$ cat src/rtl/mem_port_arbiter_if.sv
// Bundle for the two core-side requesters and the single memory port of mem_port_arbiter.
// slave = arbiter side; master = requesters plus the memory they share.
interface mem_port_arbiter_if #(
    parameter int MEM_WIDTH  = 32,
    parameter int ADDR_WIDTH = 32
);
    logic                  req0_valid, req0_we, req0_ready, req0_done, req0_err;
    logic [ADDR_WIDTH-1:0] req0_addr;
    logic [MEM_WIDTH-1:0]  req0_wdata, req0_rdata;
    logic                  req1_valid, req1_we, req1_ready, req1_done, req1_err;
    logic [ADDR_WIDTH-1:0] req1_addr;
    logic [MEM_WIDTH-1:0]  req1_wdata, req1_rdata;
    logic [ADDR_WIDTH-1:0] mem_addr;
    logic                  mem_read_en, mem_write_en;
    logic [MEM_WIDTH-1:0]  mem_write_val, mem_read_val;

    modport slave (
        input  req0_valid, req0_we, req0_addr, req0_wdata,
        input  req1_valid, req1_we, req1_addr, req1_wdata,
        input  mem_read_val,
        output req0_ready, req0_done, req0_rdata, req0_err,
        output req1_ready, req1_done, req1_rdata, req1_err,
        output mem_addr, mem_read_en, mem_write_en, mem_write_val
    );

    modport master (
        output req0_valid, req0_we, req0_addr, req0_wdata,
        output req1_valid, req1_we, req1_addr, req1_wdata,
        output mem_read_val,
        input  req0_ready, req0_done, req0_rdata, req0_err,
        input  req1_ready, req1_done, req1_rdata, req1_err,
        input  mem_addr, mem_read_en, mem_write_en, mem_write_val
    );
endinterface

$ cat src/rtl/mem_port_arbiter.sv
// Two-requester round-robin arbiter for the single data-memory port, 3 cycles per access.
// Optional MEM_ARB_RANGE_CHECK_EN: out-of-range addresses skip memory and complete with err=1.
module mem_port_arbiter #(
    parameter int MEM_WIDTH  = 32,
    parameter int ADDR_WIDTH = 32,
    parameter int MEM_SIZE   = 256
) (
    input logic clk,
    input logic rst_n,
    mem_port_arbiter_if.slave bus
);
    typedef enum logic [1:0] {IDLE, ACCESS, RESP} state_t;

    state_t                state, state_nxt;
    logic [1:0]            valid, ready, done;
    logic                  last_grant, grant, grant_nxt;
    logic                  lat_we, mem_ok;
    logic [ADDR_WIDTH-1:0] lat_addr;
    logic [MEM_WIDTH-1:0]  lat_wdata, rdata;

    assign valid = {bus.req1_valid, bus.req0_valid};

    // On contention the requester that did not win last time goes first.
    assign grant_nxt = (valid == 2'b11) ? ~last_grant : valid[1];

`ifdef MEM_ARB_RANGE_CHECK_EN
    assign mem_ok      = lat_addr < ADDR_WIDTH'(MEM_SIZE);
    assign bus.req0_err = done[0] & ~mem_ok;
    assign bus.req1_err = done[1] & ~mem_ok;
`else
    assign mem_ok      = 1'b1;
    assign bus.req0_err = 1'b0;
    assign bus.req1_err = 1'b0;
`endif

    always_ff @(posedge clk or negedge rst_n) begin
        if (!rst_n) state <= IDLE;
        else        state <= state_nxt;
    end

    always_ff @(posedge clk or negedge rst_n) begin
        if (!rst_n) begin
            last_grant <= 1'b1;
            grant      <= 1'b0;
            lat_we     <= 1'b0;
            lat_addr   <= '0;
            lat_wdata  <= '0;
        end else if (state == IDLE && |valid) begin
            grant      <= grant_nxt;
            last_grant <= grant_nxt;
            lat_we     <= grant_nxt ? bus.req1_we    : bus.req0_we;
            lat_addr   <= grant_nxt ? bus.req1_addr  : bus.req0_addr;
            lat_wdata  <= grant_nxt ? bus.req1_wdata : bus.req0_wdata;
        end
    end

    // All outputs decode from state, so an async reset clears them immediately.
    always_comb begin
        state_nxt         = state;
        ready             = '0;
        done              = '0;
        rdata             = '0;
        bus.mem_addr      = '0;
        bus.mem_write_val = '0;
        bus.mem_read_en   = 1'b0;
        bus.mem_write_en  = 1'b0;
        case (state)
            IDLE: if (|valid) state_nxt = ACCESS;
            ACCESS: begin
                state_nxt         = RESP;
                ready[grant]      = 1'b1;
                bus.mem_addr      = lat_addr;
                bus.mem_write_val = lat_wdata;
                bus.mem_read_en   = ~lat_we & mem_ok;
                bus.mem_write_en  = lat_we & mem_ok;
            end
            RESP: begin
                state_nxt   = IDLE;
                done[grant] = 1'b1;
                if (!lat_we && mem_ok) rdata = bus.mem_read_val;
            end
            default: state_nxt = IDLE;
        endcase
    end

    assign bus.req0_ready = ready[0];
    assign bus.req1_ready = ready[1];
    assign bus.req0_done  = done[0];
    assign bus.req1_done  = done[1];
    assign bus.req0_rdata = done[0] ? rdata : '0;
    assign bus.req1_rdata = done[1] ? rdata : '0;
endmodule
$ cat src/flat_wrapper.sv
// flat-port wrapper written by rule: the top's interface ports become plain ports
module mem_port_arbiter_flat 
#(
    parameter int MEM_WIDTH  = 32,
    parameter int ADDR_WIDTH = 32,
    parameter int MEM_SIZE   = 256
)
  (clk, rst_n, bus_req0_valid, bus_req0_we, bus_req0_addr, bus_req0_wdata, bus_req1_valid, bus_req1_we, bus_req1_addr, bus_req1_wdata, bus_mem_read_val, bus_req0_ready, bus_req0_done, bus_req0_rdata, bus_req0_err, bus_req1_ready, bus_req1_done, bus_req1_rdata, bus_req1_err, bus_mem_addr, bus_mem_read_en, bus_mem_write_en, bus_mem_write_val);
  mem_port_arbiter_if #(.MEM_WIDTH(MEM_WIDTH), .ADDR_WIDTH(ADDR_WIDTH)) bus_i ();
  input logic clk;
  input logic rst_n;
  input wire logic [$bits(bus_i.req0_valid)-1:0] bus_req0_valid;
  input wire logic [$bits(bus_i.req0_we)-1:0] bus_req0_we;
  input wire logic [$bits(bus_i.req0_addr)-1:0] bus_req0_addr;
  input wire logic [$bits(bus_i.req0_wdata)-1:0] bus_req0_wdata;
  input wire logic [$bits(bus_i.req1_valid)-1:0] bus_req1_valid;
  input wire logic [$bits(bus_i.req1_we)-1:0] bus_req1_we;
  input wire logic [$bits(bus_i.req1_addr)-1:0] bus_req1_addr;
  input wire logic [$bits(bus_i.req1_wdata)-1:0] bus_req1_wdata;
  input wire logic [$bits(bus_i.mem_read_val)-1:0] bus_mem_read_val;
  output wire logic [$bits(bus_i.req0_ready)-1:0] bus_req0_ready;
  output wire logic [$bits(bus_i.req0_done)-1:0] bus_req0_done;
  output wire logic [$bits(bus_i.req0_rdata)-1:0] bus_req0_rdata;
  output wire logic [$bits(bus_i.req0_err)-1:0] bus_req0_err;
  output wire logic [$bits(bus_i.req1_ready)-1:0] bus_req1_ready;
  output wire logic [$bits(bus_i.req1_done)-1:0] bus_req1_done;
  output wire logic [$bits(bus_i.req1_rdata)-1:0] bus_req1_rdata;
  output wire logic [$bits(bus_i.req1_err)-1:0] bus_req1_err;
  output wire logic [$bits(bus_i.mem_addr)-1:0] bus_mem_addr;
  output wire logic [$bits(bus_i.mem_read_en)-1:0] bus_mem_read_en;
  output wire logic [$bits(bus_i.mem_write_en)-1:0] bus_mem_write_en;
  output wire logic [$bits(bus_i.mem_write_val)-1:0] bus_mem_write_val;
  assign bus_i.req0_valid = bus_req0_valid;
  assign bus_i.req0_we = bus_req0_we;
  assign bus_i.req0_addr = bus_req0_addr;
  assign bus_i.req0_wdata = bus_req0_wdata;
  assign bus_i.req1_valid = bus_req1_valid;
  assign bus_i.req1_we = bus_req1_we;
  assign bus_i.req1_addr = bus_req1_addr;
  assign bus_i.req1_wdata = bus_req1_wdata;
  assign bus_i.mem_read_val = bus_mem_read_val;
  assign bus_req0_ready = bus_i.req0_ready;
  assign bus_req0_done = bus_i.req0_done;
  assign bus_req0_rdata = bus_i.req0_rdata;
  assign bus_req0_err = bus_i.req0_err;
  assign bus_req1_ready = bus_i.req1_ready;
  assign bus_req1_done = bus_i.req1_done;
  assign bus_req1_rdata = bus_i.req1_rdata;
  assign bus_req1_err = bus_i.req1_err;
  assign bus_mem_addr = bus_i.mem_addr;
  assign bus_mem_read_en = bus_i.mem_read_en;
  assign bus_mem_write_en = bus_i.mem_write_en;
  assign bus_mem_write_val = bus_i.mem_write_val;
  mem_port_arbiter #(.MEM_WIDTH(MEM_WIDTH), .ADDR_WIDTH(ADDR_WIDTH), .MEM_SIZE(MEM_SIZE)) u_core (.clk(clk), .rst_n(rst_n), .bus(bus_i));
endmodule
$ cat config.mk
export PLATFORM = sky130hd
export DESIGN_NAME = mem_port_arbiter_flat
export DESIGN_NICKNAME = d
export VERILOG_FILES = /design/src/rtl/mem_port_arbiter_if.sv /design/src/rtl/mem_port_arbiter.sv /design/src/flat_wrapper.sv
export SDC_FILE = /design/constraint.sdc
export NUM_CORES = 1
export LEC_CHECK = 0
export ABC_CLOCK_PERIOD_IN_PS = 2600
export CAP_MARGIN = 0
export CORE_AREA = 4 4 115 117
export CTS_BUF_LIST = sky130_fd_sc_hd__clkbuf_8
export CTS_CLUSTER_DIAMETER = 120
export CTS_CLUSTER_SIZE = 10
export DETAILED_ROUTE_END_ITERATION = 12
export DIE_AREA = 0 0 119 121
export GPL_ROUTABILITY_DRIVEN = 0
export PLACE_DENSITY = 0.85
export SLEW_MARGIN = 10
export SYNTH_ARGS = -nofsm -noshare
export SYNTH_HDL_FRONTEND = slang
export SYNTH_SLANG_ARGS = --single-unit
$ cat constraint.sdc
create_clock -name clk -period 2.6 [get_ports clk]
set_clock_uncertainty 0.1 [all_clocks]
set_input_delay 0.39 -clock clk [delete_from_list [all_inputs] [get_ports clk]]
set_output_delay 0.39 -clock clk [all_outputs]
set_load 0.03 [all_outputs]
==> impl_metrics.env, run 1 <==
export IMPL_p_leak_nw=3.75
export IMPL_cts_reportedPaths_clkPinSlew_ns=0.08
export IMPL_setup_ws_ns=0.246
export IMPL_wl_per_cell_microns=17.8
export IMPL_cts_sinks=69
export IMPL_ys_types=21
export IMPL_synthToLayoutAreaGrowth_pct=74.8
export IMPL_root_buffer="clkbuf_8"
export IMPL_finalNonFillerCells=839
export IMPL_synthAdderAreaFrac_pct=0
export IMPL_clock_latency_ns=0.34
export IMPL_crit_chain="nand2b_1 -> clkinv_1 -> buf_12 -> and2_1 -> dlygate4sd2_1"
export IMPL_grt_pass1_wl_microns=22800
export IMPL_min_path_type="input pin to asynchronous set/reset pin"
export IMPL_overflow=0
export IMPL_synthCells=374
export IMPL_nNetsFinal=829
export IMPL_nFillCells=967
export IMPL_synth_compound_area_share_pct=0.827
export IMPL_placedCellCount=824
export IMPL_routed_wl_microns=14900
export IMPL_io_buffers=299
export IMPL_crit_path_end_kind="primary output"
export IMPL_ir_drop_v=0.000497
export IMPL_antenna_found_initial=0
export IMPL_setup_tns_ns=0
export IMPL_finalSetupViolations=0
export IMPL_status="finished clean"
export IMPL_clockBufferDepth=2
export IMPL_fmax_mhz=425
export IMPL_period_minus_slack_ns=2.35
export IMPL_cap_violations=0
export IMPL_drtPass1Iterations=4
export IMPL_syn_area_sq_um=4540
export IMPL_die_h_microns=121
export IMPL_finalHoldViolCount=0
export IMPL_cp_slowest_cell="dfrtp_1"
export IMPL_synth_flop_cell="dfrtp_1"
export IMPL_numCtsBuffers=9
export IMPL_core_sq_um=12400
export IMPL_slew_headroom_pct=40.7
export IMPL_required_ns=2.11
export IMPL_rows=41
export IMPL_critical_path_max_stage_delay_ns=0.41
export IMPL_synth_seq_cells=69
export IMPL_critPathKind="flip-flop to primary output"
export IMPL_cp_data_arrival_time_ns=1.86
export IMPL_cts_tree="yes"
export IMPL_synthMuxAreaShare_pct=37.9
export IMPL_start_kind="flip-flop"
export IMPL_synth_simple_area_share_pct=18.9
export IMPL_ant_nets=0
export IMPL_postCtsSetupRepairBufs=0
export IMPL_drc=0
export IMPL_grt_total_usage_pct=20.1
export IMPL_synth_edf_count=0
export IMPL_die_x_microns=119
export IMPL_drt_iter0_drc=89
export IMPL_final_cell_mix="169 x clkdlybuf4s50_1, 129 x and2_1, 69 x mux2_4"
export IMPL_slew_viol_final=0
export IMPL_cp_max_fo=66
export IMPL_fin_crit_sh_pct=90.5
export IMPL_final_common_cell="clkdlybuf4s50_1"
export IMPL_grt_start_max_net_pins=70
export IMPL_synthArstFlopShare_pct=100
export IMPL_htree_num_levels=3
export IMPL_synth_top_family_by_area="multiplexers"
export IMPL_yosysWarnings=0
export IMPL_power_density_nw_per_um2=936
export IMPL_drive_gt1_share_pct=33.6
export IMPL_ioPinCount=302
export IMPL_start_util_pct=36.7
export IMPL_ys_seq_area_share_pct=38.1
export IMPL_worstMarginPinSlew_ns=0.890
export IMPL_antenna_cells=0
export IMPL_vias=3911
export IMPL_synth_xor_area_share_pct=0
export IMPL_cts_hold_buf=0
export IMPL_syn_area_per_cell_sq_um=12.1
export IMPL_grt_pass1_vias=4347
export IMPL_place_ws_ns=0.224
export IMPL_die_area_sq_um=14400
export IMPL_rsz0062_at_grt="false"
export IMPL_via_per_inst=4.66
export IMPL_worstRegToRegCells=4
export IMPL_dp_hpwl_microns=11800
==> per-stage QoR <==
stage	util (%)	cell area (sq um)	hold WS, ns	total power, mW
CTS	64.2	7940	0.0779	7.53
detailed placement	63.2	7810	0.388	6.87
floorplan	-	4540	-0.00559	5.01
global route	64.2	7940	0.118	7.84
global placement	63.2	7810	0.383	6.77
finish	64.2	7940	0.0558	7.43
==> cell type report <==
class                           count  area (sq um)  share of cell area [%]
Tap cell                          172           215                    2.71
Sequential cell                    69          1730                    21.8
Clock buffer                       11           151                    1.91
Timing Repair Buffer              306          3150                    39.7
Clock inverter                      4          47.5                   0.599
Inverter                            2          7.51                  0.0946
Multi-Input combinational cell    275          2640                    33.3
==> registers in the layout, indices dropped and copies added, names as in the netlist <==
signal and count:
u_core.last_grant 1, u_core.state 2, u_core.lat_we 1, u_core.lat_wdata 32
u_core.grant 1, u_core.lat_addr 32
==> layer usage <==
layer  vias up  GRT usage, %  share of wire, %
met3        30          5.87               8.2
li1       1822             -                 -
met5         -             0                 0
met1      1856          21.1                36
met2       203          37.0                52
met4         0          9.34               3.6
==> cells by family (layout without fill, tap and decap cells) <==
logic type,Yosys count,in the layout
other,1,2
AND/OR/NAND/NOR,138,138
flip-flops,69,69
multiplexers,130,130
AO/OA/AOI/OAI,5,5
buffers and inverters,31,323
==> cell usage after synthesis, types with 2 or more instances <==
master / n / area share, %
dfrtp_1: 68 / 37
nor2_1: 4 / 0.33
buf_4: 2 / 0.33
mux2_2: 61 / 15
buf_6: 8 / 2.0
mux2_4: 69 / 23
inv_1: 2 / 0.17
clkbuf_1: 13 / 1.1
buf_2: 6 / 0.66
nor2b_1: 2 / 0.28
and2_1: 129 / 18
==> path summary, 6_finish.rpt <==
path                                                 startpoint                          endpoint  slack (ns)
worst max-delay path                u_core.state[1]$_DFFE_PN0P_                  bus_mem_addr[11]        0.25
worst min-delay path                                      rst_n   u_core.lat_addr[30]$_DFFE_PN0P_        0.06
worst max register to register    u_core.last_grant$_DFFE_PN1P_  u_core.lat_wdata[30]$_DFFE_PN0P_        0.64
worst min register to register  u_core.lat_wdata[5]$_DFFE_PN0P_   u_core.lat_wdata[5]$_DFFE_PN0P_        0.40
max in group asynchronous                                 rst_n  u_core.lat_wdata[24]$_DFFE_PN0P_        1.74
min in group clk                u_core.lat_wdata[5]$_DFFE_PN0P_   u_core.lat_wdata[5]$_DFFE_PN0P_        0.40
==> power by group <==
part	switching, mW	leakage, nW	total, mW	internal [mW]
logic	2.33	2.84	4.59	2.26
clock network	0.402	0.101	0.890	0.487
registers	0.308	0.806	1.95	1.64
==> critical path, delay by kind of cell (launching register included) <==
kind	cells	cell delay [ns]
simple gates	2	0.38
flops	1	0.41
buf+inv	3	0.73
==> timing repair <==
| action | 4_1_cts | 5_1_grt |
|---|---|---|
| endpoints found under the setup margin | 61 | 0 |
| hold endpoints to repair | 0 | 0 |
| gates resized for setup | 61 | 0 |
Note: power is estimated with default switching activity, not from simulation.
==> run 2, diff against run 1 <==
--- a/config.mk
+++ b/config.mk
@@ -14,6 +14,7 @@
 export DETAILED_ROUTE_END_ITERATION = 12
 export DIE_AREA = 0 0 119 121
 export GPL_ROUTABILITY_DRIVEN = 0
+export MAX_ROUTING_LAYER = met4
 export PLACE_DENSITY = 0.85
 export SLEW_MARGIN = 10
 export SYNTH_ARGS = -nofsm -noshare
==> impl_metrics.env, run 2 (same netlist as run 1, synthesis figures left out) <==
export IMPL_nNetsFinal=829
export IMPL_nFillCells=967
export IMPL_rsz0062_at_grt="false"
export IMPL_cp_data_arrival_time_ns=1.88
export IMPL_synthToLayoutAreaGrowth_pct=74.8
export IMPL_cts_sinks=69
export IMPL_placedCellCount=824
export IMPL_cts_reportedPaths_clkPinSlew_ns=0.08
export IMPL_grt_pass1_wl_microns=22700
export IMPL_vias=3919
export IMPL_ant_nets=0
export IMPL_drtPass1Iterations=4
export IMPL_start_kind="flip-flop"
export IMPL_dp_hpwl_microns=11800
export IMPL_grt_pass1_vias=4349
export IMPL_fin_crit_sh_pct=91.1
export IMPL_cts_hold_buf=0
export IMPL_period_minus_slack_ns=2.37
export IMPL_p_leak_nw=3.75
export IMPL_antenna_cells=0
export IMPL_postCtsSetupRepairBufs=0
export IMPL_grt_start_max_net_pins=70
export IMPL_die_h_microns=121
export IMPL_fmax_mhz=422
export IMPL_finalSetupViolations=0
export IMPL_status="finished clean"
export IMPL_start_util_pct=36.7
export IMPL_final_cell_mix="169 x clkdlybuf4s50_1, 129 x and2_1, 69 x mux2_4"
export IMPL_critPathKind="flip-flop to primary output"
export IMPL_drive_gt1_share_pct=33.6
export IMPL_r2r_start="u_core.last_grant$_DFFE_PN1P_"
export IMPL_cap_violations=0
export IMPL_finalHoldViolCount=0
export IMPL_rr_endpoint="u_core.lat_wdata[30]$_DFFE_PN0P_"
export IMPL_worstRegToRegCells=4
export IMPL_ioPinCount=302
export IMPL_grt_total_usage_pct=20.7
export IMPL_core_sq_um=12400
export IMPL_antenna_found_initial=0
export IMPL_htree_num_levels=3
export IMPL_finalNonFillerCells=839
export IMPL_routed_wl_microns=15000
export IMPL_final_common_cell="clkdlybuf4s50_1"
export IMPL_io_buffers=299
export IMPL_clock_latency_ns=0.34
export IMPL_numCtsBuffers=9
export IMPL_slew_viol_final=0
export IMPL_power_density_nw_per_um2=936
export IMPL_rows=41
export IMPL_drt_iter0_drc=108
export IMPL_reg_top3="u_core.lat_addr x32, u_core.lat_wdata x32, u_core.state x2"
export IMPL_worstMarginPinSlew_ns=0.892
export IMPL_cp_max_fo=66
export IMPL_root_buffer="clkbuf_8"
export IMPL_ir_drop_v=0.000498
export IMPL_clockBufferDepth=2
export IMPL_overflow=0
export IMPL_cts_tree="yes"
export IMPL_required_ns=2.11
export IMPL_r2r_slack_ns=0.64
export IMPL_die_x_microns=119
export IMPL_slew_headroom_pct=40.5
export IMPL_die_area_sq_um=14400
export IMPL_setup_tns_ns=0
export IMPL_via_per_inst=4.67
export IMPL_crit_path_end_kind="primary output"
export IMPL_drc=0
export IMPL_min_path_type="input pin to asynchronous set/reset pin"
export IMPL_wl_per_cell_microns=17.8
[run 2: cell counts in the layout (fill, tap and decap cells not counted)]
No cell type changed its count.
[run 2: layout make-up]
class	instances	area, sq um	share of cell area (%)
flip-flops and latches	69	1730	21.8
clock inverters	4	47.5	0.599
multi-input cells	275	2640	33.3
clock buffers	11	151	1.91
well taps	172	215	2.71
repair buffers	306	3150	39.7
inverters	2	7.51	0.0946
[run 2: per-layer routing]
layer / global-route usage [%] / routed length [microns] / share of wire (%) / vias to the layer above
met4: 9.34 / 533 / 3.6 / 0
met5: - / 0 / 0 / -
met2: 36.8 / 7790 / 52 / 203
met1: 22.1 / 5590 / 37 / 1862
met3: 4.48 / 1050 / 7.0 / 30
li1: - / - / - / 1824
[run 2: worst max path at each step]
stage	startpoint	endpoint	slack, ns	depth (start not counted)
floorplan	u_core.grant$_DFFE_PN0P_	bus_req0_rdata[10]	0.09	4
global placement	bus_req0_valid	u_core.lat_wdata[30]$_DFFE_PN0P_	0.27	5
detailed placement	bus_req0_valid	u_core.lat_wdata[30]$_DFFE_PN0P_	0.22	5
CTS	u_core.state[1]$_DFFE_PN0P_	bus_mem_write_val[26]	0.20	5
global route	u_core.state[1]$_DFFE_PN0P_	bus_mem_addr[6]	0.11	5
finish	u_core.state[1]$_DFFE_PN0P_	bus_mem_write_val[6]	0.23	5
[run 2: report_power, final]
group | switching, mW | internal, mW | total [mW]
sequential | 0.310 | 1.64 | 1.95
combinational | 2.33 | 2.26 | 4.59
clock | 0.404 | 0.487 | 0.891
total | 3.04 | 4.39 | 7.43
[run 2: worst max-delay path, stage by stage, from the launching register on]
cell and delay (ns):
dfrtp_1 0.41, nand2b_1 0.20, clkinv_1 0.09, buf_12 0.22
and2_1 0.17, dlygate4sd2_1 0.42
[run 2: timing repair]
action	in CTS	in global routing
setup endpoints to repair	61	0
gates resized for setup	61	0
endpoints found under the hold margin	0	0
[run 2: metrics by stage]
step                      worst slack [ns]  hold slack, ns  area, sq um  power, mW  utilization (%)
after floorplan                     0.0890        -0.00559         4540       5.01                -
after global placement               0.273           0.383         7810       6.77             63.2
after global routing                 0.110           0.118         7940       7.83             64.2
after CTS                            0.205          0.0779         7940       7.53             64.2
final                                0.231          0.0555         7940       7.43             64.2
after detailed placement             0.224           0.388         7810       6.87             63.2
==> run 3, diff against run 2 <==
--- a/config.mk
+++ b/config.mk
@@ -7,7 +7,7 @@
 export LEC_CHECK = 0
 export ABC_CLOCK_PERIOD_IN_PS = 2600
 export CAP_MARGIN = 0
-export CORE_AREA = 4 4 115 117
+export CORE_AREA = 2 2 117 119
 export CTS_BUF_LIST = sky130_fd_sc_hd__clkbuf_8
 export CTS_CLUSTER_DIAMETER = 120
 export CTS_CLUSTER_SIZE = 10
@@ -15,7 +15,7 @@
 export DIE_AREA = 0 0 119 121
 export GPL_ROUTABILITY_DRIVEN = 0
 export MAX_ROUTING_LAYER = met4
-export PLACE_DENSITY = 0.85
+export PLACE_DENSITY = 0.78
 export SLEW_MARGIN = 10
 export SYNTH_ARGS = -nofsm -noshare
 export SYNTH_HDL_FRONTEND = slang
==> impl_metrics.env, run 3 (same netlist as run 1, synthesis figures left out) <==
export IMPL_critical_path_max_stage_delay_ns=0.42
export IMPL_min_path_type="input pin to asynchronous set/reset pin"
export IMPL_placedCellCount=833
export IMPL_fmax_mhz=417
export IMPL_setup_tns_ns=0
export IMPL_required_ns=2.11
export IMPL_cts_hold_buf=0
export IMPL_fin_crit_sh_pct=92.3
export IMPL_ir_drop_v=0.000497
export IMPL_clockBufferDepth=2
export IMPL_root_buffer="clkbuf_8"
export IMPL_p_leak_nw=4.00
export IMPL_core_sq_um=13100
export IMPL_final_common_cell="clkdlybuf4s50_1"
export IMPL_start_kind="flip-flop"
export IMPL_grt_total_usage_pct=19.6
export IMPL_cp_data_arrival_time_ns=1.91
export IMPL_power_switching_mw=3.02
export IMPL_period_minus_slack_ns=2.40
export IMPL_drt_iter0_drc=124
export IMPL_fin_util_pct=59.6
export IMPL_grt_pass1_wl_microns=21400
export IMPL_drtPass1Iterations=4
export IMPL_antenna_cells=0
export IMPL_die_area_sq_um=14400
export IMPL_combPwrFrac_pct=61.9
export IMPL_cts_tree="yes"
export IMPL_status="finished clean"
export IMPL_die_h_microns=121
export IMPL_drc=0
export IMPL_cap_violations=0
export IMPL_worstMarginPinSlew_ns=0.854
export IMPL_slew_headroom_pct=43.0
export IMPL_critPathBufInv=3
export IMPL_slew_viol_final=0
export IMPL_cts_sinks=69
export IMPL_finalNonFillerCells=849
export IMPL_reg_top3="u_core.lat_addr x32, u_core.lat_wdata x32, u_core.state x2"
export IMPL_power_density_nw_per_um2=954
export IMPL_p_seq_share_pct=26.1
export IMPL_via_per_inst=4.50
export IMPL_finalHoldViolCount=0
export IMPL_clock_latency_ns=0.35
export IMPL_grt_start_max_net_pins=70
export IMPL_finalSetupViolations=0
export IMPL_grt_pass1_vias=4069
export IMPL_vias=3819
export IMPL_numCtsBuffers=9
export IMPL_cts_reportedPaths_clkPinSlew_ns=0.07
export IMPL_nNetsFinal=834
export IMPL_internal_power_mw=4.42
export IMPL_final_cell_mix="169 x clkdlybuf4s50_1, 129 x and2_1, 73 x buf_4"
export IMPL_wl_per_cell_microns=16.5
export IMPL_routed_wl_microns=14000
export IMPL_cp_slowest_cell="dlygate4sd2_1"
export IMPL_worstRegToRegCells=4
export IMPL_rsz0062_at_grt="false"
export IMPL_cp_max_fo=37
export IMPL_critPathKind="flip-flop to primary output"
export IMPL_postCtsSetupRepairBufs=0
export IMPL_dp_hpwl_microns=11100
export IMPL_overflow=0
export IMPL_power_share_switching_pct=40.6
export IMPL_io_buffers=299
export IMPL_synthToLayoutAreaGrowth_pct=71.6
export IMPL_antenna_found_initial=0
export IMPL_crit_chain="nand2b_1 -> clkinv_1 -> buf_6 -> and2_1 -> dlygate4sd2_1"
export IMPL_cp_top_family="buffers and inverters"
export IMPL_drive_gt1_share_pct=33.7
export IMPL_start_util_pct=34.7
export IMPL_htree_num_levels=3
export IMPL_ant_nets=0
export IMPL_crit_cells=5
export IMPL_p_clk_share_pct=12.0
export IMPL_rows=42
export IMPL_ioPinCount=302
export IMPL_crit_path_end_kind="primary output"
export IMPL_die_x_microns=119
## run 3: cell types whose count changed in the layout (fill, tap and decap cells not counted)
cell	before	now
inv_1	1	3
buf_12	28	6
dlymetal6s2s_1	0	22
clkinv_2	2	1
clkinvlp_4	1	0
buf_4	48	73
buf_6	0	1
clkinv_4	0	1
dlygate4sd2_1	61	40
## run 3: cell type report
type,instances,area [sq um]
Clock buffer,11,151
Inverter,2,7.51
Tap cell,176,220
Timing Repair Buffer,311,3000
Clock inverter,5,51.3
Sequential cell,69,1730
Fill cell,1066,5290
Multi-Input combinational cell,275,2640
## run 3: what timing repair did
action	in CTS	in global routing
gates cloned	0	0
setup endpoints to repair	38	22
gates resized for setup	41	22
## run 3: worst paths after layout
| kind | from | slack (ns) | endpoint |
|---|---|---|---|
| hold reg to reg | u_core.lat_wdata[14]$_DFFE_PN0P_ | 0.40 | u_core.lat_wdata[14]$_DFFE_PN0P_ |
| min in group clk | u_core.lat_wdata[14]$_DFFE_PN0P_ | 0.40 | u_core.lat_wdata[14]$_DFFE_PN0P_ |
| max in group asynchronous | rst_n | 1.79 | u_core.lat_wdata[25]$_DFFE_PN0P_ |
| setup / recovery | u_core.state[1]$_DFFE_PN0P_ | 0.20 | bus_mem_write_val[8] |
| setup reg to reg | u_core.last_grant$_DFFE_PN1P_ | 0.56 | u_core.lat_wdata[17]$_DFFE_PN0P_ |
| hold / removal | rst_n | 0.05 | u_core.lat_addr[27]$_DFFE_PN0P_ |
## run 3: worst register-to-register path: stages, from the launching register on
cell and delay, ns:
dfstp_2 0.56, a21bo_4 0.39, buf_4 0.27, mux2_2 0.36, mux2_2 0.26
## run 3: power by group through the flow
stage / Clock, mW / Sequential [mW] / Combinational, mW
after floorplan: 0 / 1.83 / 3.17
after global placement: 0 / 1.92 / 4.79
after detailed placement: 0 / 1.95 / 4.86
after CTS: 0.927 / 1.94 / 4.70
after global routing: 0.971 / 2.01 / 4.88
final: 0.895 / 1.94 / 4.61
## run 3: stage by stage
| step | worst slack [ns] | instance area, sq um | hold slack, ns | power [mW] |
|---|---|---|---|---|
| CTS | 0.00480 | 7740 | 0.0793 | 7.56 |
| global placement | 0.200 | 7580 | 0.383 | 6.71 |
| floorplan | 0.0890 | 4540 | -0.00559 | 5.01 |
| finish | 0.199 | 7790 | 0.0541 | 7.44 |
| detailed placement | 0.160 | 7580 | 0.385 | 6.81 |
| global route | 0.0952 | 7790 | 0.121 | 7.87 |
## run 3: metal layers
metal / vias to the layer above / global-route usage, % / part of all wire [%]
met1: 1783 / 20.6 / 38
met5: - / - / 0
met2: 179 / 35.8 / 52
li1: 1834 / - / -
met3: 23 / 4.89 / 7.1
met4: 0 / 7.22 / 2.3
